<file path="config.mk">
export PLATFORM = sky130hd
export DESIGN_NAME = twowire_host_connect_seq
export DESIGN_NICKNAME = d
export VERILOG_FILES = /design/src/rtl/twowire_host_connect_seq.sv
export SDC_FILE = /design/constraint.sdc
export NUM_CORES = 1
export LEC_CHECK = 0
export ABC_AREA = 1
export CAP_MARGIN = 15
export CORE_ASPECT_RATIO = 1.75
export CORE_MARGIN = 1.5
export CORE_UTILIZATION = 50
export DETAILED_ROUTE_END_ITERATION = 10
export GPL_ROUTABILITY_DRIVEN = 0
export PLACE_DENSITY = 0.72
export REMOVE_ABC_BUFFERS = 1
export SLEW_MARGIN = 20
export SYNTH_ARGS = -nofsm -noshare
export SYNTH_HDL_FRONTEND = slang
export SYNTH_SLANG_ARGS = --single-unit
</file>
<file path="constraint.sdc">
create_clock -name dck -period 2.01 [get_ports dck]
set_input_delay 0.201 -clock dck [delete_from_list [all_inputs] [get_ports dck]]
set_output_delay 0.201 -clock dck [all_outputs]
set_load 0.05 [all_outputs]
</file>
<file path="src/rtl/twowire_host_connect_seq.sv">
// twowire_host_connect_seq
//   Host-side Two-Wire Debug Connect sequencer. On an accepted start it drives
//   PREAMBLE_LEN zero bits, a 64-bit LFSR signature (seed 6'h29), then the
//   4-bit multidrop address followed by its complement. All outputs are
//   registered, so each wire bit appears one cycle after the decision.
//
//   Optional build macro: TWD_HOST_CONNECT_ABORT_EN adds the abort input.
//
// Ports
//   dck      debug clock, all logic on posedge
//   drst     synchronous reset, active-high
//   start    request a Connect sequence (accepted only while ready)
//   target   multidrop address, sampled on accept
//   abort    (macro only) cancel the sequence in flight, back to IDLE
//   ready    high in IDLE
//   busy     high while the sequence is on the wire
//   done     one-cycle pulse after the last address bit
//   dio_out  registered DIO data
//   dio_oe   registered DIO output enable
module twowire_host_connect_seq #(
  parameter int PREAMBLE_LEN = 8
) (
  input  logic       dck,
  input  logic       drst,
  input  logic       start,
  input  logic [3:0] target,
`ifdef TWD_HOST_CONNECT_ABORT_EN
  input  logic       abort,
`endif
  output logic       ready,
  output logic       busy,
  output logic       done,
  output logic       dio_out,
  output logic       dio_oe
);

  typedef enum logic [2:0] {S_IDLE, S_PRE, S_SIG, S_ADDR, S_DONE} state_t;

  localparam logic [5:0] LFSR_SEED = 6'h29;
  localparam logic [7:0] PRE_LAST  = 8'(PREAMBLE_LEN - 1);

  state_t     state, state_d;
  logic [7:0] cnt, cnt_d;
  logic [5:0] lfsr, lfsr_d;
  logic [3:0] addr_q, addr_d;
  logic       ready_d, busy_d, done_d, dio_out_d, dio_oe_d;
  logic [1:0] kidx;
  logic       on_wire;

  assign on_wire = (state == S_PRE) || (state == S_SIG) || (state == S_ADDR);

  always_comb begin
    state_d = state;
    lfsr_d  = lfsr;
    addr_d  = addr_q;
    case (state)
      S_IDLE: if (start) begin
        state_d = S_PRE;
        addr_d  = target;
        lfsr_d  = LFSR_SEED;
      end
      S_PRE:  if (cnt == PRE_LAST) state_d = S_SIG;
      S_SIG: begin
        lfsr_d = {lfsr[4:0], ^(lfsr & 6'h30)};
        if (cnt == 8'd63) state_d = S_ADDR;
      end
      S_ADDR: if (cnt == 8'd7) state_d = S_DONE;
      S_DONE: state_d = S_IDLE;
      default: state_d = S_IDLE;
    endcase
`ifdef TWD_HOST_CONNECT_ABORT_EN
    // Abort only matters while driving; it wins over any transition.
    if (abort && on_wire) state_d = S_IDLE;
`endif

    // Counter restarts at every state change and only runs while driving.
    if (state_d != state || state_d == S_IDLE || state_d == S_DONE) cnt_d = 8'd0;
    else                                                               cnt_d = cnt + 8'd1;

    // Address phase: k=0..3 -> a[3-k], k=4..7 -> ~a[7-k]; both are a[~k[1:0]].
    kidx = ~cnt_d[1:0];

    // Outputs are computed from the next state so they register with it.
    ready_d   = (state_d == S_IDLE);
    done_d    = (state_d == S_DONE);
    busy_d    = 1'b0;
    dio_oe_d  = 1'b0;
    dio_out_d = 1'b0;
    case (state_d)
      S_PRE:  begin busy_d = 1'b1; dio_oe_d = 1'b1; end
      S_SIG:  begin busy_d = 1'b1; dio_oe_d = 1'b1; dio_out_d = lfsr_d[5]; end
      S_ADDR: begin busy_d = 1'b1; dio_oe_d = 1'b1; dio_out_d = addr_d[kidx] ^ cnt_d[2]; end
      default: ;
    endcase
  end

  always_ff @(posedge dck) begin
    if (drst) begin
      state   <= S_IDLE;
      cnt     <= 8'd0;
      lfsr    <= LFSR_SEED;
      addr_q  <= 4'd0;
      ready   <= 1'b1;
      busy    <= 1'b0;
      done    <= 1'b0;
      dio_out <= 1'b0;
      dio_oe  <= 1'b0;
    end else begin
      state   <= state_d;
      cnt     <= cnt_d;
      lfsr    <= lfsr_d;
      addr_q  <= addr_d;
      ready   <= ready_d;
      busy    <= busy_d;
      done    <= done_d;
      dio_out <= dio_out_d;
      dio_oe  <= dio_oe_d;
    end
  end

endmodule

</file>
==> summary.txt <==
STA
  • RSZ-0062 raised after global routing: no
  • Setup Skew: 0.00936 ns
  • Max Slew Vio Count: 0
  • Max-slew headroom: 66.7%
  • Final min period: 1.78 ns
  • Post-route setup TNS: 0 ns
  • Worst-margin pin slew: 0.498 ns
  • Setup Viol. Count Final: 0
  • Fmax: roughly 560 MHz
  • Final hold vios: 0
  • Period utilisation layout: 88.6%

Critical path
  • Worst R2R Start: cnt[0]
  • Worst-path maximum fanout: 5
  • Worst setup path endpoint: dio_out
  • Slowest cell on crit path: dfxtp_1
  • Most used cell, CP: nand2_1
  • CP Capture Type: register
  • Crit path required time: 2.25 ns
  • Critical R2R Capture: dio_out
  • Critical Path AT: around 2 ns
  • Startpoint Class: register
  • Worst Reg-to-Reg Cells: 14
  • Worst Setup SP: cnt[0]
  • R2r setup slk: about 0.23 ns
  • Crit path largest cell delay: between 0.3 and 0.4 ns
  • Crit-path cells: ha_1 > nand3_2 > o21ai_1 > nand2_1 > nor2_2 > nand2_4 > nand3_2 > nand2_1 > nand3_2 > nand2_1 > nand2_1 > nand3_1 > nand2_1 > inv_1
  • Crit Path Class: reg2reg

Clock network
  • CTS root buffer: clkbuf_4
  • CTS Sinks: 25
  • Worst skew pair latency: between 0.3 and 0.4 ns
  • Total CTS buffers: 3
  • Post-cts resize count: 0
  • Clock-pin slew on the worst setup and hold paths: 0.13 ns
  • H-Tree Depth: 1
  • Clk buf depth: 2
  • Post-CTS Setup Bufs: 0
  • CTS Hold Buffers Added: 0
  • CTS tree: yes

Pwr
  • P_leak: 0.595 nW
  • Switch Pwr: 245 µW
  • Pint: 642 µW
  • Combinational power share: 16.1%
  • Clock share of power: about 25%
  • Switching Share: between 20% and 30%
  • Worst IR Drop VDD: 0.350 mV
  • Pwr per Cell Area: 674 nW/µm²
  • Sequential group share of total power: 58.6%

Route
  • DRT iter0 DRCs: 29
  • DRT antenna net count: 0
  • Via-to-Cell Ratio: 5.07
  • Routed vias: 932
  • Drt pass-1 iters: 5
  • Routed wire length: 2010 µm
  • Drt wl/cell: ~11 µm
  • Drt drc: 0

Yosys
  • Synth async-reset ratio: 0%
  • Number of synthesized flops with an enable pin: 0
  • Synth top cells by count: nand2_1, dfxtp_1, inv_1, nor2_1, nand3_1
  • Cell variety after synth: 24
  • Post-Syn Area: between 1000 and 1500 µm²
  • Area leader, netlist: dfxtp_1
  • Seq/Total Area, Yosys: 43.9%
  • Most frequent cell after synthesis: nand2_1
  • Area contributors post-synth: dfxtp_1, nand2_1, inv_1
  • Syn avg cell area: 7.81 µm²
  • Top FF cell, synth: dfxtp_1
  • Post-synth top area share: 43.9%
  • Syn Inst Count: 146
  • Register bit total from synthesis: 25
  • Ys Warns: 0

Final layout
  • NumNets Final: 169
  • Share of cells above drive strength 1: 15.0%
  • Final std cells w/o fill: 184
  • Ant. Diodes: 0
  • Area Growth Syn to Fin: 15.5%
  • Fillcell total: 197

Placed design
  • DPL Wire Length: around 1600 µm
  • DP Cell Count: 180
  • I/O Buffers: 11

Global routing
  • Wire length of the first global-routing pass: 3460 µm
  • Initial antenna violation count: 0
  • Largest net degree at the start of global routing: 16
  • Grt ovf: 0
  • GRT Util Overall: 19.2%
  • Vias in the first global route: 890

Status
  • Outcome: finished clean

Floorplan
  • FP Rows: 22
  • # IOs: 12
  • Die area: 2590 µm²
  • Die Width: around 40 µm
  • Core Area: 2120 µm²
  • Initial Util: 53.8%
  • Die height: 66.2 µm

Hold path
  • Hold Crit Class: reg2reg

Run
  • Max Cap Violations: 0
registers in the layout, indices dropped and copies added (netlist names):
signal   cells
lfsr         6
dio_out      1
state        3
addr_q       4
dio_oe       1
done         1
ready        1
cnt          8
per-stage QoR:
stage / total power [mW] / util [%] / hold slack [ns] / setup slack, ns / instance area (µm²)
floorplan: 0.627 / - / 0.270 / 0.386 / 1130
global placement: 0.668 / 60.2 / 0.448 / 0.233 / 1280
detailed placement: 0.671 / 60.2 / 0.463 / 0.192 / 1280
CTS: 0.899 / 61.6 / 0.485 / 0.162 / 1310
global route: 0.931 / 62.1 / 0.513 / 0.00831 / 1320
finish: 0.887 / 62.1 / 0.481 / 0.229 / 1320
final cells by class:
cell class	count	area [µm²]	area share, %
clock inverters	1	7.51	0.570
well taps	24	30.0	2.28
flip-flops and latches	25	500	38.0
clock buffers	3	22.5	1.71
multi-input cells	98	559	42.5
repair buffers	12	118	8.94
inverters	21	78.8	5.99
per-layer routing:
layer	vias to the layer above	part of all wire (%)	global-route usage [%]	wire, µm
met4	0	3.0	11.6	61
met1	421	42	20.9	835
li1	486	-	-	-
met2	18	53	33.3	1070
met5	-	0	0	0
met3	7	2.3	2.02	46
cells in the final DEF (no fill, tap or decap), types with 2 or more instances in the layout:
| cell type | netlist | routed |
|---|---|---|
| a21oi_1 | 7 | 7 |
| nand2_2 | 1 | 2 |
| dfxtp_1 | 25 | 25 |
| xor2_1 | 3 | 3 |
| nand2_4 | 2 | 2 |
| o21ai_0 | 3 | 3 |
| nor3_1 | 4 | 4 |
| mux2i_1 | 2 | 2 |
| nor2_2 | 6 | 6 |
| inv_1 | 21 | 21 |
| xnor2_1 | 2 | 2 |
| nand3_2 | 5 | 5 |
| nand4_1 | 2 | 2 |
| nand2_1 | 29 | 28 |
| clkdlybuf4s50_1 | 0 | 11 |
| nor2_4 | 2 | 3 |
| nand3_1 | 8 | 8 |
| nor2_1 | 17 | 16 |
| clkbuf_4 | 0 | 3 |
worst min-delay path by stage:
| stage | startpoint | end | slack, ns | cells after the start |
|---|---|---|---|---|
| 6_report | lfsr[0] | lfsr[1] | 0.48 | 2 |
| 5_1_grt | lfsr[3] | lfsr[4] | 0.51 | 2 |
| 4_1_cts | lfsr[2] | lfsr[2] | 0.49 | 2 |
| 3_5_place_dp | lfsr[0] | lfsr[1] | 0.46 | 2 |
| 3_3_place_gp | lfsr[1] | lfsr[1] | 0.45 | 2 |
| 2_1_floorplan | drst | lfsr[1] | 0.27 | 1 |
kinds of logic (layout without fill, tap and decap cells):
group,after synthesis,in the layout,share of synthesized area [%]
xor gates and xnor gates,5,5,3.84
DFF,25,25,43.9
AOI/OAI and AO/OA,13,13,6.26
and+or+nand+nor,77,77,35.2
adders and majority gates,1,1,1.10
muxes,2,2,1.76
buffers and inverters,23,37,7.90
power groups by stage:
stage	Sequential, mW	Clock [mW]	Combinational [mW]
floorplan	0.548	0	0.0798
global placement	0.530	0	0.138
detailed placement	0.531	0	0.140
CTS	0.520	0.239	0.140
global route	0.522	0.251	0.157
finish	0.520	0.224	0.143
worst max-delay path: cells and delay by family, from the launching register on:
| kind | cells | cell delay [ns] |
|---|---|---|
| DFF | 1 | 0.38 |
| AOI/OAI and AO/OA | 1 | 0.15 |
| adders and majority gates | 1 | 0.21 |
| and+or+nand+nor | 11 | 0.92 |
| buffers and inverters | 1 | 0.04 |
Note: power is estimated with default switching activity, not from simulation.
==> RTL change, RTL diff (config.mk and constraints unchanged) <==
Build with the macro `TWD_HOST_CONNECT_ABORT_EN` defined.
--- a/src/rtl/twowire_host_connect_seq.sv
+++ b/src/rtl/twowire_host_connect_seq.sv
@@ -17,6 +17,8 @@
 //   done     one-cycle pulse after the last address bit
 //   dio_out  registered DIO data
 //   dio_oe   registered DIO output enable
+`define TWD_HOST_CONNECT_ABORT_EN
+
 module twowire_host_connect_seq #(
   parameter int PREAMBLE_LEN = 8
 ) (
Ports: changed (added abort); port bits go from 12 to 13. No check against the original RTL was run, so the function may have changed too.
==> RTL change against the original RTL <==
- setup slack lost 76 ps
- sequential cell count unchanged
- wire length grew 7.7%
- critical path type unchanged
- cell area grew 2.9%
- total power grew 3.0%
- combinational power rose by 21%
- largest cell class unchanged
- synthesized area fell by 0.88%
==> RTL change: results (changes against the original RTL) <==
Global route
  • Vias in the first global route: 962 (was 890)
  • Largest net degree at the start of global routing: 14 (was 16)
  • GRT Total Usage: 19.6% (was 19.2%)
  • Global-route wire length before repair: 3630 µm (was 3460 µm)

Power
  • Power in combinational cells: 173 µW (was 143 µW)
  • Int Pwr: 658 µW (was 642 µW)
  • Leakage: 0.000598 µW (was 0.000595 µW)
  • Sequential share of power: 57.5% (was 58.6%)
  • Worst vdd ir: 542 µV (was 350 µV)

Placement
  • Dpl cells: 186 (was 180)
  • Dpl cell area: 1280 µm² (about the same)
  • # port buffers: 12 (was 11)

Routing
  • Drt first pass iters: 4 (was 5)
  • Routed vias: 986 (was 932)

STA
  • Skew final: 8.73 ps (was 9.36 ps)
  • Slew at the pin closest to its max-slew limit: 556 ps (was 498 ps)

Final layout
  • Final #Nets: 177 (was 169)
  • Fillcell total: 196 (was 197)

Logic synthesis
  • Most frequent cells after synthesis: nand2_1 (35), dfxtp_1 (25), nor2_1 (22) (was nand2_1 (29), dfxtp_1 (25), inv_1 (21))
  • Multiplexer area fraction after synthesis: 1.77% (was 1.76%)
  • Synth Area in Compound Gates: 9.86% (was 6.26%)
  • Seq/Total Area, Yosys: 44.3% (was 43.9%)
  • Post-synthesis xor/xnor area fraction: 2.33% (was 3.84%)
  • Synth Area in Adders: 1.11% (was 1.10%)

Run status
  • Status: complete, no violations (unchanged)

Setup path
  • CP max-delay cell: dfxtp_4 (was dfxtp_1)
RTL change: metal layers:
metal,GRT usage (%),share of wire [%],up-vias
li1,-,-,510
met1,18.6,38,462
met2,37.7,59,9
met3,2.36,1.7,5
met4,9.48,1.9,0
met5,0,0,-
RTL change: area by class of cell:
type | count | area, µm² | area share (%)
repair buffers | 15 | 143 | 10.5
clock buffers | 4 | 26.3 | 1.94
well taps | 24 | 30.0 | 2.22
inverters | 19 | 73.8 | 5.45
flip-flops and latches | 25 | 508 | 37.5
multi-input cells | 104 | 573 | 42.3
RTL change: metrics by stage:
stage | setup TNS (ps) | utilization [%] | total power, µW | worst slack (ps)
2_1_floorplan | 0 | - | 649 | 236
3_3_place_gp | 0 | 60.4 | 699 | 91.5
4_1_cts | 0 | 61.6 | 914 | 6.94
5_1_grt | -13.7 | 63.9 | 958 | -13.7
6_report | 0 | 63.9 | 914 | 153
3_5_place_dp | 0 | 60.4 | 703 | 54.2
RTL change: what timing repair did:
| item | CTS | global route |
|---|---|---|
| resized for setup | 0 | 14 |
| buffers inserted | 0 | 1 |
| setup endpoints to repair | 0 | 3 |
| endpoints found under the hold margin | 0 | 0 |
| hold buffers | 0 | 0 |
RTL change: path summary, 6_finish.rpt:
kind,from,endpoint,slack [ps],cells after the start
setup / recovery,cnt[0]$_SDFF_PP0_,dio_out$_SDFF_PP0_,150,14
hold / removal,lfsr[1]$_SDFFE_PP0P_,lfsr[1]$_SDFFE_PP0P_,480,2
setup reg to reg,cnt[0]$_SDFF_PP0_,dio_out$_SDFF_PP0_,150,14
hold reg to reg,lfsr[1]$_SDFFE_PP0P_,lfsr[1]$_SDFFE_PP0P_,480,2
RTL change: critical path, delay by kind of cell (launching register included):
family,cells,cell delay [ps]
compound gates,1,170
buf+inv,1,30
flops,1,390
simple gates,11,1040
fa+ha+maj,1,150
